`config.mk`:
```
export PLATFORM = sky130hd
export DESIGN_NAME = imem_port_arbiter
export DESIGN_NICKNAME = d
export VERILOG_FILES = /design/src/rtl/imem_port_arbiter.sv
export SDC_FILE = /design/constraint.sdc
export NUM_CORES = 1
export LEC_CHECK = 0
export BUFFER_PORTS_ARGS = -buffer_cell sky130_fd_sc_hd__buf_4
export CELL_PAD_IN_SITES_DETAIL_PLACEMENT = 1
export CELL_PAD_IN_SITES_GLOBAL_PLACEMENT = 2
export CORE_MARGIN = 2
export CORE_UTILIZATION = 11
export CTS_BUF_LIST = sky130_fd_sc_hd__clkbuf_4 sky130_fd_sc_hd__clkbuf_8
export DETAILED_ROUTE_END_ITERATION = 6
export PLACE_DENSITY = 0.87
export RECOVER_POWER = 50
export SLEW_MARGIN = 20
export SYNTH_ARGS = -nofsm -noshare
export SYNTH_HDL_FRONTEND = slang
export SYNTH_SLANG_ARGS = --single-unit
export TNS_END_PERCENT = 100
```
`constraint.sdc`:
```
create_clock -name clk -period 3.7 [get_ports clk]
set_clock_uncertainty 0.1 [all_clocks]
set_input_delay 0.185 -clock clk [delete_from_list [all_inputs] [get_ports clk]]
set_output_delay 0.185 -clock clk [all_outputs]
set_load 0.02 [all_outputs]
```
`src/rtl/imem_port_arbiter.sv`:
```
// Arbitrates one single-port, 1-cycle-latency memory between instruction fetch
// and load/store; load/store has priority, a starvation counter guarantees fetch progress.
module imem_port_arbiter #(
   parameter int ADDR_W     = 32,
   parameter int DATA_W     = 32,
   parameter int STARVE_MAX = 4
) (
   input  logic              clk,
   input  logic              rst_n,
   input  logic              if_req,
   input  logic [ADDR_W-1:0] if_addr,
   input  logic              if_flush,
   output logic              if_gnt,
   output logic              if_rvalid,
   output logic [DATA_W-1:0] if_rdata,
   input  logic              ls_req,
   input  logic              ls_we,
   input  logic [ADDR_W-1:0] ls_addr,
   input  logic [DATA_W-1:0] ls_wdata,
   output logic              ls_gnt,
   output logic              ls_rvalid,
   output logic [DATA_W-1:0] ls_rdata,
   output logic [ADDR_W-1:0] mem_addr,
   output logic              mem_we,
   output logic [DATA_W-1:0] mem_wdata,
   input  logic [DATA_W-1:0] mem_rdata
);

   typedef enum logic [1:0] {
      RESP_IDLE,
      RESP_IF,
      RESP_LS
   } resp_t;

   localparam logic [3:0] STARVE_LIM = 4'(STARVE_MAX);

   resp_t      resp;
   resp_t      resp_next;
   logic       killed;
   logic [3:0] starve_cnt;
   logic       force_if;

   assign force_if = (starve_cnt == STARVE_LIM);
   assign if_gnt   = if_req & (~ls_req | force_if);
   assign ls_gnt   = ls_req & ~if_gnt;

   // NOTE: state is updated with non-blocking assignments so every register samples
   // pre-edge values; the async reset clears only control state, never the data path.
   always_ff @(posedge clk or negedge rst_n) begin
      if (!rst_n) begin
         resp       <= RESP_IDLE;
         killed     <= 1'b0;
         starve_cnt <= 4'd0;
      end else begin
         resp   <= resp_next;
         killed <= if_gnt & if_flush;
         if (if_req & ~if_gnt) begin
            if (starve_cnt != STARVE_LIM)
               starve_cnt <= starve_cnt + 4'd1;
         end else begin
            starve_cnt <= 4'd0;
         end
      end
   end

   // NOTE: a default assignment first keeps this block free of inferred latches.
   always_comb begin
      resp_next = RESP_IDLE;
      if (if_gnt)
         resp_next = RESP_IF;
      else if (ls_gnt & ~ls_we)
         resp_next = RESP_LS;
   end

   always_comb begin
      mem_addr  = '0;
      mem_we    = 1'b0;
      mem_wdata = '0;
      if (if_gnt) begin
         mem_addr = if_addr;
      end else if (ls_gnt) begin
         mem_addr  = ls_addr;
         mem_we    = ls_we & rst_n;
         mem_wdata = ls_wdata;
      end
      // A flush arriving while the fetch response is on the bus kills it in-cycle.
      if_rvalid = (resp == RESP_IF) & ~killed & ~if_flush;
      ls_rvalid = (resp == RESP_LS);
      if_rdata  = mem_rdata;
      ls_rdata  = mem_rdata;
   end

endmodule

```
==> results of run 1 <==
state kept, by name (all words and copies together) (netlist names):
register and count:
resp 2, killed 1, starve_cnt 4
stage by stage:
stage / util (%) / worst slack, ps / total power, W / instance area [um^2] / cells
6_report: 19.6 / 1200 / 0.000479 / 2370 / 435
3_3_place_gp: 19.1 / 1380 / 0.000368 / 2310 / 430
2_1_floorplan: - / 1910 / 0.000308 / 1380 / 166
4_1_cts: 19.6 / 1050 / 0.000488 / 2370 / 435
3_5_place_dp: 19.1 / 1310 / 0.000372 / 2310 / 430
5_1_grt: 19.6 / 1030 / 0.000507 / 2370 / 435
cells in the final DEF (no fill, tap or decap):
cell type                       netlist  routed
sky130_fd_sc_hd__o21a_4               0       1
sky130_fd_sc_hd__nand3_1              1       1
sky130_fd_sc_hd__xnor2_1              1       1
sky130_fd_sc_hd__dfrtp_1              7       7
sky130_fd_sc_hd__clkbuf_8             0       3
sky130_fd_sc_hd__buf_4               67     168
sky130_fd_sc_hd__nand3b_4             1       1
sky130_fd_sc_hd__inv_1                3       3
sky130_fd_sc_hd__a21oi_4              0       1
sky130_fd_sc_hd__nor4b_1              1       1
sky130_fd_sc_hd__nor2b_1              2       2
sky130_fd_sc_hd__clkbuf_4             0       1
sky130_fd_sc_hd__and2_0               0       1
sky130_fd_sc_hd__clkbuf_1             3       2
sky130_fd_sc_hd__xor2_1               1       1
sky130_fd_sc_hd__ha_1                 2       2
sky130_fd_sc_hd__dlygate4sd3_1        0       1
sky130_fd_sc_hd__a22o_1              32      32
sky130_fd_sc_hd__and2_1              34      33
sky130_fd_sc_hd__and3_1               5       5
area by class of cell:
type | instances | area [um^2]
clock buffer | 4 | 48.8
fill | 1505 | 9740
inverter | 3 | 11.3
multi-input combinational | 82 | 644
sequential | 7 | 175
tap | 168 | 210
timing repair buffer | 171 | 1280
how the worst max path moves through the flow:
stage | startpoint | end | slack (ps) | cells past startpoint
final | starve_cnt[0]$_DFFE_PN0P_ | mem_addr[0] | 1200 | 6
after global routing | starve_cnt[0]$_DFFE_PN0P_ | mem_addr[0] | 1030 | 6
after CTS | starve_cnt[0]$_DFFE_PN0P_ | mem_addr[0] | 1050 | 6
after detailed placement | starve_cnt[0]$_DFFE_PN0P_ | mem_addr[0] | 1310 | 6
after global placement | starve_cnt[0]$_DFFE_PN0P_ | mem_addr[1] | 1380 | 6
after floorplan | starve_cnt[0]$_DFFE_PN0P_ | mem_wdata[12] | 1910 | 6
routing by layer:
metal	track usage [%]	share of wire, %
met1	7.26	31
met2	15.3	55
met3	2.09	10
met4	2.78	3.1
met5	0	0
power groups by stage:
| stage | Clock (W) | Sequential, W | Combinational, W |
|---|---|---|---|
| floorplan | 0 | 0.0000816 | 0.000227 |
| detailed placement | 0 | 0.0000821 | 0.000290 |
| CTS | 0.000116 | 0.0000811 | 0.000291 |
| global route | 0.000120 | 0.0000814 | 0.000306 |
| global placement | 0 | 0.0000818 | 0.000286 |
| finish | 0.000113 | 0.0000811 | 0.000286 |
cells in the mapped netlist:
library cell / number
sky130_fd_sc_hd__and3_1: 5
sky130_fd_sc_hd__inv_1: 3
sky130_fd_sc_hd__and2_1: 34
sky130_fd_sc_hd__xnor2_1: 1
sky130_fd_sc_hd__nor4b_1: 1
sky130_fd_sc_hd__ha_1: 2
sky130_fd_sc_hd__buf_6: 4
sky130_fd_sc_hd__nor2b_1: 2
sky130_fd_sc_hd__xor2_1: 1
sky130_fd_sc_hd__dfrtp_1: 7
sky130_fd_sc_hd__o21a_1: 1
sky130_fd_sc_hd__a21oi_2: 1
sky130_fd_sc_hd__a22o_1: 32
sky130_fd_sc_hd__buf_4: 67
sky130_fd_sc_hd__nand3b_4: 1
sky130_fd_sc_hd__nand3_1: 1
sky130_fd_sc_hd__clkbuf_1: 3
cell families after synthesis:
logic type / Yosys count / share of synthesized area, %
compound gates: 34 / 21.6
fa+ha+maj: 2 / 1.82
simple gates: 44 / 21.1
flops: 7 / 12.7
buf+inv: 77 / 41.5
xor+xnor: 2 / 1.27
==> results.txt, run 1 <==
----------------------------------------------------
[Critical path]
  Required time worst endpoint ... 3410 ps
  Arrival time of data at the critical path endpoint ... 2210 ps
  Startpoint type of the worst setup path ... flop
  Delay contributed by the slowest stage of the critical path ... 750 ps
  Buf+Inv Stages, Crit Path ... 2
  Crit path cell chain ... inv_1 > ha_1 > nand3b_4 > a21oi_4 > a22o_1 > buf_4
  Register-to-Register Setup Slack ... 1770 ps
  Worst Path Class, Setup ... reg2out
  Critical path's top delay family ... compound AO/OA/AOI/OAI gates
  Worst path slowest cell ... sky130_fd_sc_hd__a21oi_4
  Type of destination of the critical path ... output port
  Startpoint of the worst register-to-register path ... starve_cnt[0]$_DFFE_PN0P_
  Number of cells on the worst reg-to-reg path ... 5
  Worst reg2reg path endpoint ... killed$_DFF_PN0_
  Worst-path maximum fanout ... 35

[Power]
  Sw power ... 0.000163 W
  P_leak ... 1.27 nW
  Part of the power in the clock network ... 23.5%
  Internal ... 0.000316 W
  Maximum vdd ir drop ... 74.0 uV
  Share of power burned in registers ... 16.9%
  Fraction of power spent switching nets ... 34.1%
  Combinational Power Share ... 59.5%
  Ratio of total power to cell area ... 202 mW/mm^2

[Clock network]
  H-tree lvl count ... 1
  Number of buffers created by CTS ... 3
  Number of hold-repair buffers added at the cts stage ... 1
  Clock latency reported for the late side of the worst-skew pair ... 220 ps
  Post-cts gate resize count ... 0
  Number of setup buffers added after CTS ... 0
  Number of clock sinks seen by CTS ... 7
  Clock tree from TritonCTS ... built
  Clk slew on worst S/H paths ... 40 ps
  Root cell of the clock tree ... sky130_fd_sc_hd__clkbuf_8
  Longest Clk Path Bufs ... 2

[Die]
  Die width ... 116 um
  Initial core utilization ... 11.4%
  Number of placement rows ... 40
  Core area ... 0.0121 mm^2
  Ports placed on the boundary ... 267
  Full die area ... 0.0134 mm^2
  Vertical die dimension ... 116 um

[Route]
  WL/cell ... 13.5 um
  DRC violation count after routing ... 0
  Post-Route WL ... 5890 um
  1st-iter DRT viols ... 19
  Drt first pass iters ... 4
  Post-detailed-route count of antenna-violating nets ... 0
  Number of vias after detailed routing ... 1525
  Via count normalized by instance count ... 3.51

[GRT]
  Global-route wire length before repair ... 8050 um
  GRT Overall Usage ... 7.61%
  Overflow left after global routing ... 0
  Pin count of the biggest net entering global routing ... 68
  Antenna violations before repair ... 0
  Number of global-route vias before repair ... 1621

[Yosys]
  Synth area leader ... sky130_fd_sc_hd__buf_4
  Post-synthesis instance area ... 0.00138 mm^2
  Number of warning messages in the yosys log ... 0
  Share of Yosys cell area claimed by the top area cell type ... 36.6%
  Post-synth net total ... 302
  Yosys reg bits ... 7
  Syn Inst Count ... 166
  Number of distinct library cell variants in the gate-level netlist after synthesis ... 17
  Most area-consuming cells after synthesis ... sky130_fd_sc_hd__buf_4, sky130_fd_sc_hd__a22o_1, sky130_fd_sc_hd__and2_1
  Sequential fraction of the synthesis area ... 12.7%
  Mean Syn Cell Area ... 8.28 um^2

[STA]
  Transition time at the pin with the least slew margin ... 943 ps
  Max transition margin ... 37.0%
  Final period demand of the worst path ... 2500 ps
  Summed negative setup slack over all endpoints ... 0 ps
  Achievable clock frequency ... 401 MHz
  Hold slack ... 12.6 ps
  Final setup violation count ... 0
  Number of hold violations in the final report ... 0
  Unrepaired setup endpoints after global routing ... false
  Share of the clock period used by the worst path ... 67.5%
  Max Transition Viols Final ... 0

[Place]
  Global placer's final weighted congestion ... 0.739
  Port buffer count ... 170
  DP HPWL ... 5020 um

[Worst hold path]
  Sink of the worst hold path ... resp[1]$_DFF_PN0_
  Worst Hold Depth ... 2
  Worst Min Path Start ... ls_we
  Type of the worst min-delay path ... in2reg

[Cells and area]
  Final Net Count ... 404
  Ratio of cells with drive above 1 in the final layout ... 65.5%
  Diode insertion count for antenna repair ... 0
  Signed area change from the synthesized netlist to the final layout ... 72.2%

[Status]
  Status ... completed

[Flow run]
  Number of maximum-capacitance constraint violations ... 0

----------------------------------------------------
(Power assumes the default switching activity.)
==> run 2: changes to the inputs <==
--- a/config.mk
+++ b/config.mk
@@ -9,10 +9,10 @@
 export CELL_PAD_IN_SITES_DETAIL_PLACEMENT = 1
 export CELL_PAD_IN_SITES_GLOBAL_PLACEMENT = 2
 export CORE_MARGIN = 2
-export CORE_UTILIZATION = 11
+export CORE_UTILIZATION = 10
 export CTS_BUF_LIST = sky130_fd_sc_hd__clkbuf_4 sky130_fd_sc_hd__clkbuf_8
 export DETAILED_ROUTE_END_ITERATION = 6
-export PLACE_DENSITY = 0.87
+export PLACE_DENSITY = 0.8
 export RECOVER_POWER = 50
 export SLEW_MARGIN = 20
 export SYNTH_ARGS = -nofsm -noshare
==> constraint.sdc (replaced) <==
create_clock -name clk -period 2.3 [get_ports clk]
set_clock_uncertainty 0.1 [all_clocks]
set_input_delay 0.115 -clock clk [delete_from_list [all_inputs] [get_ports clk]]
set_output_delay 0.115 -clock clk [all_outputs]
set_load 0.02 [all_outputs]
==> run 2 against run 1 <==
- sequential power rose by 62%
- clock power up 65%
- first-iteration DRC count shrank 47%
- via count grew 0.52%
- cell count rose by 2.8%
- sequential share of layout area fell by 0.11 points
- critical path depth up 1
- count of clock-buffer cells in the layout did not move
- routed wire length down 4.0%
- die area increased by 9.7%
- worst hold slack better by 13 ps
- critical path type unchanged
- largest power group unchanged
==> results.txt, run 2 (synthesis gave the netlist of run 1 again) <==
----------------------------------------------------
[Status]
  Status ... completed

[STA]
  Transition time at the pin with the least slew margin ... 400 ps
  Number of hold violations in the final report ... 0
  Share of the clock period used by the worst path ... 92.5%
  Unrepaired setup endpoints after global routing ... false
  Hold slack ... 25.2 ps
  Max transition margin ... 73.3%
  Final period demand of the worst path ... 2130 ps
  Final setup violation count ... 0
  Max Transition Viols Final ... 0
  Final worst slack ... 172 ps
  Summed negative setup slack over all endpoints ... 0 ps
  Achievable clock frequency ... 470 MHz

[Worst hold path]
  Worst Hold Depth ... 2
  Type of the worst min-delay path ... in2reg
  Worst Min Path Start ... if_flush

[Cells and area]
  Final Net Count ... 408
  Diode insertion count for antenna repair ... 0
  Signed area change from the synthesized netlist to the final layout ... 74.9%
  Finished layout cell area ... 0.00240 mm^2
  Most frequent standard cell in the layout excluding fill and tap cells ... sky130_fd_sc_hd__buf_4
  Utilization of the core after routing ... 18.0%
  Most frequent cells in the layout ... sky130_fd_sc_hd__buf_4, sky130_fd_sc_hd__and2_1, sky130_fd_sc_hd__a22o_1
  Largest registers in the final layout ... starve_cnt: 4 flops, resp: 2 flops, killed: 1 flops
  Ratio of cells with drive above 1 in the final layout ... 65.7%
  Register bank with the most flops ... starve_cnt
  Max FFs per register ... 4

[Clock network]
  Number of setup buffers added after CTS ... 0
  Clock tree from TritonCTS ... built
  Longest Clk Path Bufs ... 2
  Number of clock sinks seen by CTS ... 7
  Clock latency reported for the late side of the worst-skew pair ... 230 ps
  Root cell of the clock tree ... sky130_fd_sc_hd__clkbuf_8
  Number of buffers created by CTS ... 3
  Clk slew on worst S/H paths ... 40 ps
  H-tree lvl count ... 1
  Number of hold-repair buffers added at the cts stage ... 2
  Post-cts gate resize count ... 0

[Route]
  Drt first pass iters ... 4
  WL/cell ... 12.6 um
  Number of vias after detailed routing ... 1533
  Via count normalized by instance count ... 3.43
  1st-iter DRT viols ... 10
  DRC violation count after routing ... 0
  Post-detailed-route count of antenna-violating nets ... 0
  Routed wire length on met3 ... 982 um
  Top layer reached by signal wires ... met4
  Post-Route WL ... 5650 um
  Wire length on met2 ... 2930 um
  Wire length on met1 ... 1600 um

[Power]
  Ratio of total power to cell area ... 324 mW/mm^2
  Share of power burned in registers ... 16.8%
  Combinational Power Share ... 59.3%
  Fraction of power spent switching nets ... 34.1%
  Part of the power in the clock network ... 23.9%
  P_leak ... 1.29 nW
  Internal ... 0.000512 W
  Maximum vdd ir drop ... 116 uV
  Sw power ... 0.000266 W

[Critical path]
  Capture point of the critical path ... mem_addr[11]
  Register-to-Register Setup Slack ... 660 ps
  Arrival time of data at the critical path endpoint ... 1910 ps
  Number of cells on the worst reg-to-reg path ... 6
  Worst reg2reg path endpoint ... resp[1]$_DFF_PN0_
  Worst Path Class, Setup ... reg2out
  Type of destination of the critical path ... output port
  Required time worst endpoint ... 2090 ps
  Startpoint of the worst register-to-register path ... starve_cnt[0]$_DFFE_PN0P_
  Worst Setup SP ... starve_cnt[0]$_DFFE_PN0P_
  Startpoint type of the worst setup path ... flop
  Worst-path maximum fanout ... 35

[Place]
  Port buffer count ... 170
  Global placer's final weighted congestion ... 0.665
  Setup WS pre-CTS ... 408 ps
  Placed instance area ... 0.00234 mm^2
  DP HPWL ... 4820 um

[GRT]
  Overflow left after global routing ... 0
  GRT Overall Usage ... 6.79%
  Number of global-route vias before repair ... 1580
  Global-route wire length before repair ... 7910 um
  Antenna violations before repair ... 0
  Pin count of the biggest net entering global routing ... 38

[Flow run]
  Number of maximum-capacitance constraint violations ... 0

[Die]
  Number of placement rows ... 42
  Ports placed on the boundary ... 267
  Die width ... 121 um
  Initial core utilization ... 10.3%
  Full die area ... 0.0147 mm^2
  Core area ... 0.0133 mm^2
  Vertical die dimension ... 121 um

----------------------------------------------------
[run 2: cell types whose count changed in the layout (fill, tap and decap cells not counted), sizes merged]
cell         previous run  this run
buf                   168       171
dlygate4sd3             1         2
[run 2: stage by stage]
stage	total power, W	cells
3_3_place_gp	0.000592	441
3_5_place_dp	0.000599	441
6_report	0.000778	447
4_1_cts	0.000795	447
5_1_grt	0.000824	447
2_1_floorplan	0.000496	166
[run 2: worst max-delay path: stages (launching register included)]
cell and delay, ps:
sky130_fd_sc_hd__dfrtp_1 400, sky130_fd_sc_hd__inv_1 80, sky130_fd_sc_hd__ha_1 200, sky130_fd_sc_hd__nand3b_4 110, sky130_fd_sc_hd__a21oi_4 140, sky130_fd_sc_hd__buf_4 350, sky130_fd_sc_hd__a22o_1 240, sky130_fd_sc_hd__buf_4 150
[run 2: cell type report]
class / instances / area, um^2
sequential: 7 / 175
clock buffer: 4 / 48.8
tap: 176 / 220
fill: 1612 / 10900
multi-input combinational: 82 / 638
inverter: 3 / 11.3
timing repair buffer: 175 / 1310
[run 2: how the worst min path moves through the flow]
stage                                end  slack, ps
2_1_floorplan           killed$_DFF_PN0_       -280
3_3_place_gp   starve_cnt[1]$_DFFE_PN0P_       -170
3_5_place_dp   starve_cnt[1]$_DFFE_PN0P_       -170
4_1_cts                 killed$_DFF_PN0_         20
5_1_grt                 killed$_DFF_PN0_         30
6_report                killed$_DFF_PN0_         30
[run 2: power groups by stage]
stage	logic (W)	clock network (W)	registers, W
2_1_floorplan	0.000365	0	0.000131
3_3_place_gp	0.000460	0	0.000132
3_5_place_dp	0.000467	0	0.000132
4_1_cts	0.000471	0.000194	0.000131
5_1_grt	0.000493	0.000200	0.000131
6_report	0.000461	0.000186	0.000131
[run 2: per-layer routing]
metal	global-route usage (%)	vias up
li1	-	708
met1	5.76	664
met2	13.4	138
met3	3.20	23
met4	2.66	0
met5	0	-
